File: src/rtl/sccb_pkg.sv
// sccb_pkg: shared constants, FSM state encoding and write payload type for
// the SCCB target.
package sccb_pkg;

   localparam logic [7:0] SCCB_CAM_ADDR = 8'h42;   // camera write address
   localparam logic [7:0] SCCB_RD_BIT   = 8'h01;   // OR-ed in for the read address
   localparam logic [3:0] BIT_ACK       = 4'd8;    // 9th bit of a byte (ack / NA)

   typedef enum logic [2:0] {
      IDLE,
      DEV,
      SUBA,
      WDAT,
      RD,
      IGNORE
   } sccb_state_e;

   // Register write request presented to the external store.
   typedef struct packed {
      logic [7:0] addr;
      logic [7:0] data;
   } sccb_wr_t;

endpackage

File: src/rtl/sccb_line_sync.sv
// sccb_line_sync: brings the asynchronous SIOC/SIOD lines into the clk domain
// (2-FF synchroniser plus one delay flop) and derives bus events.
// Ports:
//   clk, rst_n         clock, asynchronous active-low reset
//   sioc_in, siod_in   raw bus lines
//   siod_s             synchronised SIOD (registered)
//   rise_c, fall_c     SIOC edge pulses, one clk wide
//   start_c, stop_c    START / STOP condition pulses, one clk wide
module sccb_line_sync (
   input  logic clk,
   input  logic rst_n,
   input  logic sioc_in,
   input  logic siod_in,
   output logic siod_s,
   output logic rise_c,
   output logic fall_c,
   output logic start_c,
   output logic stop_c
);

   logic sioc_meta_q, sioc_sync_q, sioc_dly_q;
   logic siod_meta_q, siod_sync_q, siod_dly_q;
   logic sioc_meta_d, sioc_sync_d, sioc_dly_d;
   logic siod_meta_d, siod_sync_d, siod_dly_d;

   // Pipeline inputs for the synchroniser and delay stages.
   always_comb begin
      sioc_meta_d = sioc_in;
      sioc_sync_d = sioc_meta_q;
      sioc_dly_d  = sioc_sync_q;
      siod_meta_d = siod_in;
      siod_sync_d = siod_meta_q;
      siod_dly_d  = siod_sync_q;
   end

   // Reset to 1 so an idle bus produces no spurious edges after reset.
   always_ff @(posedge clk or negedge rst_n) begin
      if (!rst_n) begin
         sioc_meta_q <= 1'b1;
         sioc_sync_q <= 1'b1;
         sioc_dly_q  <= 1'b1;
         siod_meta_q <= 1'b1;
         siod_sync_q <= 1'b1;
         siod_dly_q  <= 1'b1;
      end else begin
         sioc_meta_q <= sioc_meta_d;
         sioc_sync_q <= sioc_sync_d;
         sioc_dly_q  <= sioc_dly_d;
         siod_meta_q <= siod_meta_d;
         siod_sync_q <= siod_sync_d;
         siod_dly_q  <= siod_dly_d;
      end
   end

   // START/STOP require SIOC high on both sides of the SIOD transition.
   always_comb begin
      siod_s  = siod_sync_q;
      rise_c  =  sioc_sync_q & ~sioc_dly_q;
      fall_c  = ~sioc_sync_q &  sioc_dly_q;
      start_c =  sioc_sync_q &  sioc_dly_q &  siod_dly_q & ~siod_sync_q;
      stop_c  =  sioc_sync_q &  sioc_dly_q & ~siod_dly_q &  siod_sync_q;
   end

endmodule

File: src/rtl/sccb_target.sv
// sccb_target: SCCB responder emulating a camera control port.
// Accepts 3-phase writes and 2-phase sub-address writes, answers 2-phase
// reads from an external register store.
// Optional build macro SCCB_ACK_DRIVE_EN: pull SIOD low during the 9th bit
// of matched DEV, SUBA and WDAT bytes (otherwise the ack bit is released).
// Ports:
//   clk, rst_n         clock (>= 16x SIOC), asynchronous active-low reset
//   sioc_in, siod_in   asynchronous bus lines
//   siod_oe            1 = pull SIOD low, 0 = release
//   wr_en/addr/data    one-cycle register write strobe and payload
//   rd_addr, rd_data   read lookup address, store data (1 clk latency)
//   busy               address matched, transaction in progress
module sccb_target
   import sccb_pkg::*;
#(
   parameter logic [7:0]  DEV_ADDR    = SCCB_CAM_ADDR,
   parameter int unsigned HOLD_CYCLES = 4
) (
   input  logic       clk,
   input  logic       rst_n,
   input  logic       sioc_in,
   input  logic       siod_in,
   output logic       siod_oe,
   output logic       wr_en,
   output logic [7:0] wr_addr,
   output logic [7:0] wr_data,
   output logic [7:0] rd_addr,
   input  logic [7:0] rd_data,
   output logic       busy
);

`ifdef SCCB_ACK_DRIVE_EN
   localparam bit ACK_DRIVE = 1'b1;
`else
   localparam bit ACK_DRIVE = 1'b0;
`endif

   localparam int unsigned HOLD_W  = $clog2(HOLD_CYCLES + 1);
   localparam logic [7:0]  RD_ADDR = DEV_ADDR | SCCB_RD_BIT;

   logic siod_s, rise_c, fall_c, start_c, stop_c;

   sccb_line_sync u_line_sync (
      .clk     (clk),
      .rst_n   (rst_n),
      .sioc_in (sioc_in),
      .siod_in (siod_in),
      .siod_s  (siod_s),
      .rise_c  (rise_c),
      .fall_c  (fall_c),
      .start_c (start_c),
      .stop_c  (stop_c)
   );

   sccb_state_e       state_q, state_d;
   logic [3:0]        bit_cnt_q, bit_cnt_d;
   logic [7:0]        rx_q, rx_d;
   logic [7:0]        tx_q, tx_d;
   logic [7:0]        sub_addr_q, sub_addr_d;
   logic [7:0]        rd_addr_q, rd_addr_d;
   sccb_wr_t          wr_q, wr_d;
   logic              wr_en_q, wr_en_d;
   logic              busy_q, busy_d;
   logic              oe_q, oe_d;
   logic              oe_pend_q, oe_pend_d;
   logic [HOLD_W-1:0] hold_cnt_q, hold_cnt_d;
   logic              reload_q, reload_d;
   logic [7:0]        rx_byte_c;

   always_ff @(posedge clk or negedge rst_n) begin
      if (!rst_n) begin
         state_q    <= IDLE;
         bit_cnt_q  <= '0;
         rx_q       <= '0;
         tx_q       <= '0;
         sub_addr_q <= '0;
         rd_addr_q  <= '0;
         wr_q       <= '0;
         wr_en_q    <= 1'b0;
         busy_q     <= 1'b0;
         oe_q       <= 1'b0;
         oe_pend_q  <= 1'b0;
         hold_cnt_q <= '0;
         reload_q   <= 1'b0;
      end else begin
         state_q    <= state_d;
         bit_cnt_q  <= bit_cnt_d;
         rx_q       <= rx_d;
         tx_q       <= tx_d;
         sub_addr_q <= sub_addr_d;
         rd_addr_q  <= rd_addr_d;
         wr_q       <= wr_d;
         wr_en_q    <= wr_en_d;
         busy_q     <= busy_d;
         oe_q       <= oe_d;
         oe_pend_q  <= oe_pend_d;
         hold_cnt_q <= hold_cnt_d;
         reload_q   <= reload_d;
      end
   end

   // Next-state and output logic. SIOD changes are decided on an SIOC fall
   // and applied HOLD_CYCLES clocks later, so they never land while SIOC=1.
   always_comb begin
      state_d    = state_q;
      bit_cnt_d  = bit_cnt_q;
      rx_d       = rx_q;
      tx_d       = tx_q;
      sub_addr_d = sub_addr_q;
      rd_addr_d  = rd_addr_q;
      wr_d       = wr_q;
      wr_en_d    = 1'b0;
      busy_d     = busy_q;
      oe_d       = oe_q;
      oe_pend_d  = oe_pend_q;
      hold_cnt_d = hold_cnt_q;
      reload_d   = reload_q;
      rx_byte_c  = {rx_q[6:0], siod_s};

      // Data-hold timer: apply the pending SIOD value when it expires.
      if (hold_cnt_q != '0) begin
         hold_cnt_d = hold_cnt_q - HOLD_W'(1);
         if (hold_cnt_q == HOLD_W'(1)) begin
            oe_d = oe_pend_q;
         end
      end

      if (stop_c) begin
         state_d    = IDLE;
         bit_cnt_d  = '0;
         busy_d     = 1'b0;
         oe_d       = 1'b0;
         hold_cnt_d = '0;
         reload_d   = 1'b0;
      end else if (start_c) begin
         state_d    = DEV;
         bit_cnt_d  = '0;
         busy_d     = 1'b0;
         oe_d       = 1'b0;
         hold_cnt_d = '0;
         reload_d   = 1'b0;
      end else if (state_q == IDLE || state_q == IGNORE) begin
         oe_d       = 1'b0;
         hold_cnt_d = '0;
      end else if (rise_c) begin
         if (bit_cnt_q != BIT_ACK) begin
            // Data bit: shift MSB first; act on the 8th bit.
            rx_d      = rx_byte_c;
            bit_cnt_d = bit_cnt_q + 4'd1;
            if (bit_cnt_q == 4'd7) begin
               case (state_q)
                  DEV: begin
                     if (rx_byte_c == DEV_ADDR) begin
                        busy_d = 1'b1;
                     end else if (rx_byte_c == RD_ADDR) begin
                        busy_d = 1'b1;
                        tx_d   = rd_data;
                     end else begin
                        state_d = IGNORE;
                     end
                  end
                  SUBA: begin
                     sub_addr_d = rx_byte_c;
                     rd_addr_d  = rx_byte_c;
                  end
                  WDAT: begin
                     wr_en_d   = 1'b1;
                     wr_d.addr = sub_addr_q;
                     wr_d.data = rx_byte_c;
                  end
                  default: ;
               endcase
            end
         end else begin
            // Ack / NA bit closes the byte.
            bit_cnt_d = '0;
            case (state_q)
               DEV:  state_d = (rx_q == RD_ADDR) ? RD : SUBA;
               SUBA: state_d = WDAT;
               WDAT: sub_addr_d = sub_addr_q + 8'd1;
               RD: begin
                  if (siod_s) begin
                     state_d = IGNORE;
                  end else begin
                     sub_addr_d = sub_addr_q + 8'd1;
                     rd_addr_d  = sub_addr_q + 8'd1;
                     reload_d   = 1'b1;
                  end
               end
               default: ;
            endcase
         end
      end else if (fall_c) begin
         hold_cnt_d = HOLD_W'(HOLD_CYCLES);
         if (bit_cnt_q == BIT_ACK) begin
            // Ack of a received byte, or release for the master's NA.
            oe_pend_d = ACK_DRIVE && (state_q != RD);
         end else if (state_q == RD) begin
            if (reload_q) begin
               // rd_data has settled for the incremented rd_addr by now.
               tx_d      = rd_data;
               reload_d  = 1'b0;
               oe_pend_d = ~rd_data[7];
            end else begin
               oe_pend_d = ~tx_q[~bit_cnt_q[2:0]];
            end
         end else begin
            oe_pend_d = 1'b0;
         end
      end
   end

   always_comb begin
      siod_oe = oe_q;
      wr_en   = wr_en_q;
      wr_addr = wr_q.addr;
      wr_data = wr_q.data;
      rd_addr = rd_addr_q;
      busy    = busy_q;
   end

endmodule

File: config.mk
export PLATFORM = sky130hd
export DESIGN_NAME = sccb_target
export DESIGN_NICKNAME = d
export VERILOG_FILES = /design/src/rtl/sccb_pkg.sv /design/src/rtl/sccb_line_sync.sv /design/src/rtl/sccb_target.sv
export SDC_FILE = /design/constraint.sdc
export NUM_CORES = 1
export LEC_CHECK = 0
export CAP_MARGIN = 20
export CORE_ASPECT_RATIO = 1.4
export CORE_MARGIN = 2
export CORE_UTILIZATION = 45
export DETAILED_ROUTE_END_ITERATION = 10
export GPL_TIMING_DRIVEN = 0
export MAX_ROUTING_LAYER = met4
export PLACE_DENSITY = 0.76
export SETUP_SLACK_MARGIN = 0.05
export SLEW_MARGIN = 20
export SYNTH_ARGS = -nofsm -noshare
export SYNTH_HDL_FRONTEND = slang
export SYNTH_SLANG_ARGS = --single-unit
File: constraint.sdc
create_clock -name clk -period 2.81 [get_ports clk]
set_input_delay 0.281 -clock clk [delete_from_list [all_inputs] [get_ports clk]]
set_output_delay 0.281 -clock clk [all_outputs]
set_load 0.02 [all_outputs]
==> results.yml, run 1 <==
drt:
  drtIter0Drc: 154
  drc: 0
  wl_per_cell_um: 15.7
  first_pass_iters: 5
  wirelength_mm: 6.90
  postRouteAntennaNets: 0
  via_per_inst: 5.44
  vias: 2390
global_route:
  antenna_found_initial: 0
  grt_remaining_overflow: 0
  grt_pass1_wl_mm: 11.8
  track_usage_pct: 19.0
  grt_max_degree: 39
  grt_pass1_vias: 2410
sta:
  fin_crit_ns: 2.40
  hold_slack_ns: 0.344
  fmax_mhz: 417
  relSlewSlack_pct: 54.8
  setup_violations: 0
  timing.setup.tns_ns: 0
  drv_slew: 0
  hold_viol: 0
  finalCritPeriodShare_pct: 85.4
  worst_pin_slew_ns: 0.673
  rsz0062_at_grt: "no"
  clock_skew_ns: 0.0102
yosys:
  yosys.cell_count.top_type: "dfrtp_1"
  synth_top_area_share_pct: 47.3
  netlist_area_um2: 3340
  synth.net_count: 309
  synth_area_leaders: "dfrtp_1, mux2_2, dfstp_2"
  yosys_register_bits: 69
  synth_warnings: 0
  synth_cells: 288
  synth_commonest_cells: "dfrtp_1, mux2_2, nand2_1"
  netlist.top_cell.by_area: "dfrtp_1"
  ys_types: 49
  syn_avg_cell_area_um2: 11.6
  synthFlopType: "dfrtp_1"
  ys_seq_area_share_pct: 52.0
  synth-edff-count: 0
  synthArstFlopShare_pct: 100
die:
  die_y_um: 106
  rows: 37
  core_area_um2: 7270
  initial_utilization_pct: 45.9
  die_x_um: 76.8
  num_io_pins: 39
  die_area_um2: 8130
cts:
  clkTransAtPathRegs_ns: 0.07
  cts_tree: "yes"
  clock_sinks: 69
  cts-resized-gates: 0
  cts_made_buffers: 9
  postCtsSetupRepairBufs: 0
  clk_latency_ns: 0.35
  hold_buffers: 1
  cts_htree_levels: 3
  cts_buffer_depth: 2
  root_buffer: "clkbuf_8"
finish:
  nets: 360
  syn2layout_area_growth_pct: 20.8
  final_core_util_pct: 55.4
  fin_cells: 439
  drive_gt1_share_pct: 22.8
  antenna_cells: 0
job:
  max_cap_viol_count: 0
worst_setup_path:
  cp-end-kind: "flip-flop"
  crit-reg2reg-capture: "rd_addr[4]"
  r2r-start: "bit_cnt_q[1]"
  crit_chain: "ha_1, nand3b_1, or4_4, a211oi_4, mux2_2"
  cp_slowest_cell: "a211oi_4"
  ff2ff_path_depth: 5
  startpoint: "bit_cnt_q[1]"
  endpoint: "rd_addr[4]"
  cpPeakStageDelay_ns: 0.51
  start_kind: "flip-flop"
  rrSetupSlack_ns: 0.41
  criticalPathCategory: "reg2reg"
  cp.required_ns: 3.05
  worstPathMaxFanout: 10
  crit_arrival_ns: 2.64
power:
  power_frac_seq_pct: 51.1
  comb_power_share_pct: 21.0
  p_sw_mw: 0.755
  clockPowerShare_pct: 28.0
  switching_share_pct: 30.0
  peakVddDrop_mv: 0.327
  p_per_area_nw_per_um2: 625
  power_leakage_nw: 1.77
  power.total_mw: 2.52
  intPower_mw: 1.76
place:
  port_buffers: 38
  dp.cells: 424
  place.gp.congestion: 0.884
  dpl.hpwl_mm: 4.91
run_status:
  outcome: "finished clean"
worst_hold_path:
  hold_class: "in2reg"
==> per-layer routing <==
| layer | GRT usage [%] | wire length, um |
|---|---|---|
| met1 | 22.4 | 2850 |
| met2 | 31.3 | 3630 |
| met3 | 5.05 | 301 |
| met4 | 6.88 | 118 |
| met5 | - | 0 |
==> layout make-up <==
type / instances / area, um^2
tap: 97 / 121
buffer: 12 / 55.1
fill: 621 / 3240
multi-input combinational: 195 / 1500
clock buffer: 12 / 155
clock inverter: 2 / 10.0
inverter: 12 / 45.0
timing repair buffer: 40 / 408
sequential: 69 / 1730
==> cell usage in the layout (no fill, tap or decap), types with 4 or more instances in the layout <==
cell and count:
ha_1 9, a21oi_1 18, nor3_1 4, dfstp_2 6, dfrtp_1 63, nand2_1 21
clkbuf_8 11, inv_1 11, o21ai_0 20, clkbuf_1 7, xor2_1 6, buf_2 5
mux2_2 41, nor2_1 13, nand2b_1 6, clkdlybuf4s50_1 37, nand3_1 8
==> power by group through the flow <==
stage | combinational [mW] | sequential, mW | clock [mW]
3_3_place_gp | 0.502 | 1.30 | 0
5_1_grt | 0.606 | 1.31 | 0.763
3_5_place_dp | 0.532 | 1.31 | 0
2_1_floorplan | 0.405 | 1.25 | 0
4_1_cts | 0.536 | 1.29 | 0.716
6_report | 0.528 | 1.29 | 0.704
==> registers in the layout, indices dropped and copies added (netlist names), 3 cells and up <==
name / cells
hold_cnt_q: 3
wr_addr: 8
rd_addr: 8
tx_q: 8
state_q: 3
rx_q: 8
wr_data: 8
bit_cnt_q: 4
sub_addr_q: 8
==> metrics by stage <==
step | area (um^2) | setup WS, ns
6_report | 4030 | 0.410
5_1_grt | 4030 | 0.256
3_3_place_gp | 3840 | -0.816
4_1_cts | 4030 | 0.422
3_5_place_dp | 3850 | 0.434
2_1_floorplan | 3340 | 0.696
==> worst min-delay path by stage <==
stage,start,depth (start not counted),slack (ns),endpoint
3_3_place_gp,u_line_sync.siod_meta_q,0,0.35,u_line_sync.siod_s
4_1_cts,sioc_in,1,0.34,u_line_sync.sioc_meta_q
6_report,sioc_in,1,0.34,u_line_sync.sioc_meta_q
2_1_floorplan,rst_n,0,-0.01,bit_cnt_q[0]
3_5_place_dp,rst_n,1,0.24,hold_cnt_q[1]
5_1_grt,sioc_in,1,0.35,u_line_sync.sioc_meta_q
==> kinds of logic (layout without fill, tap and decap cells) <==
logic type,Yosys count,in the layout,synth area share [%]
compound gates,58,58,11.4
xor+xnor,9,9,2.36
mux,45,45,15.8
simple gates,74,74,12.1
flops,69,69,52.0
fa+ha+maj,9,9,3.38
buf+inv,24,78,3.00
==> critical path, delay by kind of cell, from the launching register on <==
family                     cells  cell delay [ns]
AOI/OAI and AO/OA              1             0.51
adders and majority gates      1             0.23
DFF                            1             0.47
muxes                          1             0.40
and+or+nand+nor                2             0.67
Power figures use the tool's default switching activity.
==> run 2: changes to the inputs <==
--- a/config.mk
+++ b/config.mk
@@ -13,6 +13,7 @@
 export GPL_TIMING_DRIVEN = 0
 export MAX_ROUTING_LAYER = met4
 export PLACE_DENSITY = 0.76
+export RECOVER_POWER = 100
 export SETUP_SLACK_MARGIN = 0.05
 export SLEW_MARGIN = 20
 export SYNTH_ARGS = -nofsm -noshare
==> constraint.sdc (replaced) <==
create_clock -name clk -period 3 [get_ports clk]
set_input_delay 0.3 -clock clk [delete_from_list [all_inputs] [get_ports clk]]
set_output_delay 0.3 -clock clk [all_outputs]
set_load 0.02 [all_outputs]
==> run 2 against run 1 <==
Net effect: via count down 0.29%; power down 6.9%; cell area down 0.56%; the flow now finishes with violations (max-capacitance violations, max-slew violations); sequential cell count unchanged; global-route usage unchanged; core utilization down 0.31 points; fmax down 6.5%; clock power down 7.5%; die area unchanged; routed wire length down 0.93%.
==> results.yml, run 2 (same netlist as run 1, synthesis figures left out) <==
finish:
  drive_gt1_share_pct: 20.8
  mostFrequentLayoutCells: "dfrtp_1, mux2_2, dlygate4sd3_1, nand2_1, o21ai_0"
  final_core_util_pct: 55.1
  syn2layout_area_growth_pct: 20.1
  layout_commonest_cell: "dfrtp_1"
  antenna_cells: 0
  num-fill-cells: 627
  nets: 360
  fin_cells: 439
place:
  place.gp.congestion: 0.884
  port_buffers: 38
  dp.cells: 424
  dpl.hpwl_mm: 4.91
die:
  rows: 37
  initial_utilization_pct: 45.9
  num_io_pins: 39
  die_x_um: 76.8
  core_area_um2: 7270
  die_y_um: 106
  die_area_um2: 8130
cts:
  root_buffer: "clkbuf_8"
  cts_made_buffers: 9
  clk_latency_ns: 0.34
  clkTransAtPathRegs_ns: 0.07
  postCtsSetupRepairBufs: 0
  cts_htree_levels: 3
  cts_buffer_depth: 2
  cts_tree: "yes"
  clock_sinks: 69
sta:
  drv_slew: 32
  fin_crit_ns: 2.57
  worst_pin_slew_ns: 1.77
  setup_violations: 0
  hold_viol: 0
  rsz0062_at_grt: "no"
  fmax_mhz: 390
  finalCritPeriodShare_pct: 85.5
  hold_slack_ns: 0.361
  relSlewSlack_pct: -17.8
  clock_skew_ns: 0.00891
drt:
  dr.max_layer_used: "met4"
  wl_met3_um: 247
  postRouteAntennaNets: 0
  wirelength_mm: 6.84
  route.met2.wl_mm: 3.61
  via_per_inst: 5.43
  drtIter0Drc: 176
  routedLengthMet1_mm: 2.84
  vias: 2383
  drc: 0
  first_pass_iters: 5
  wl_per_cell_um: 15.6
worst_setup_path:
  crit-reg2reg-capture: "rd_addr[4]"
  start_kind: "flip-flop"
  worstPathMaxFanout: 10
  ff2ff_path_depth: 5
  r2r-start: "bit_cnt_q[0]"
  cp-end-kind: "flip-flop"
  rrSetupSlack_ns: 0.43
  criticalPathCategory: "reg2reg"
  crit_arrival_ns: 2.79
  cp.required_ns: 3.23
run_status:
  outcome: "complete, but fails checks"
  violations: "max-capacitance violations, max-slew violations"
worst_hold_path:
  hp-start: "u_line_sync.siod_meta_q"
  hold_class: "reg2reg"
  holdPathStages: 0
  hold_path_end: "u_line_sync.siod_s"
power:
  p_per_area_nw_per_um2: 585
  power_leakage_nw: 1.86
  peakVddDrop_mv: 0.300
global_route:
  grt_pass1_vias: 2410
  grt_pass1_wl_mm: 11.8
  grt_max_degree: 39
  grt_remaining_overflow: 0
  antenna_found_initial: 0
  track_usage_pct: 19.0
job:
  max_cap_viol_count: 1
==> run 2: changes by cell type in the layout (fill, tap and decap cells not counted), moves of 2 or more <==
cell,change
clkdlybuf4s50_1,-29
dlygate4sd3_1,+29
clkbuf_1,+3
buf_2,-2
dfstp_1,+2
dfstp_2,-2
==> run 2: critical path: stages (launching register included) <==
cell      delay (ns)
dfrtp_1         0.46
ha_1            0.23
nand3b_1        0.17
or4_1           0.50
a211oi_2        0.68
mux2_2          0.42
==> run 2: repair_timing <==
item | in CTS | in global routing
gates resized for setup | 0 | 0
hold buffers | 1 | 0
hold endpoints to repair | 31 | 0
==> run 2: final cells by class <==
type	count	area (um^2)	area share, %
Buffer	12	52.6	1.31
Sequential cell	69	1730	43.3
Inverter	12	45.0	1.12
Multi-Input combinational cell	195	1490	37.1
Tap cell	97	121	3.03
Timing Repair Buffer	40	404	10.1
Clock inverter	2	10.0	0.250
Clock buffer	12	155	3.87
==> run 2: stage by stage <==
| step | instance area (um^2) | power [mW] | TNS, ns | setup WS, ns |
|---|---|---|---|---|
| 2_1_floorplan | 3340 | 1.55 | 0 | 0.886 |
| 3_3_place_gp | 3840 | 1.69 | -40.50 | -0.645 |
| 3_5_place_dp | 3850 | 1.72 | 0 | 0.624 |
| 4_1_cts | 4030 | 2.38 | 0 | 0.612 |
| 5_1_grt | 4010 | 2.51 | 0 | 0.287 |
| 6_report | 4010 | 2.34 | 0 | 0.434 |
==> run 2: power by group <==
group | switching [mW] | internal [mW]
logic | 0.239 | 0.252
clock network | 0.318 | 0.333
registers | 0.139 | 1.06
total | 0.695 | 1.65
==> run 2: worst max-delay path by stage <==
stage	slack [ns]	from	cells past startpoint	end
floorplan	0.89	bit_cnt_q[0]	6	sub_addr_q[5]
global placement	-0.65	rst_n	1	wr_addr[5]
detailed placement	0.62	bit_cnt_q[0]	5	rd_addr[6]
CTS	0.61	bit_cnt_q[0]	5	rd_addr[4]
global route	0.29	u_line_sync.siod_s	6	wr_addr[3]
finish	0.43	bit_cnt_q[0]	5	rd_addr[4]
==> run 2: per-layer routing <==
layer,vias up,global-route usage (%)
met3,16,5.05
met5,-,-
met4,0,6.88
met1,1178,22.4
li1,1134,-
met2,55,31.3
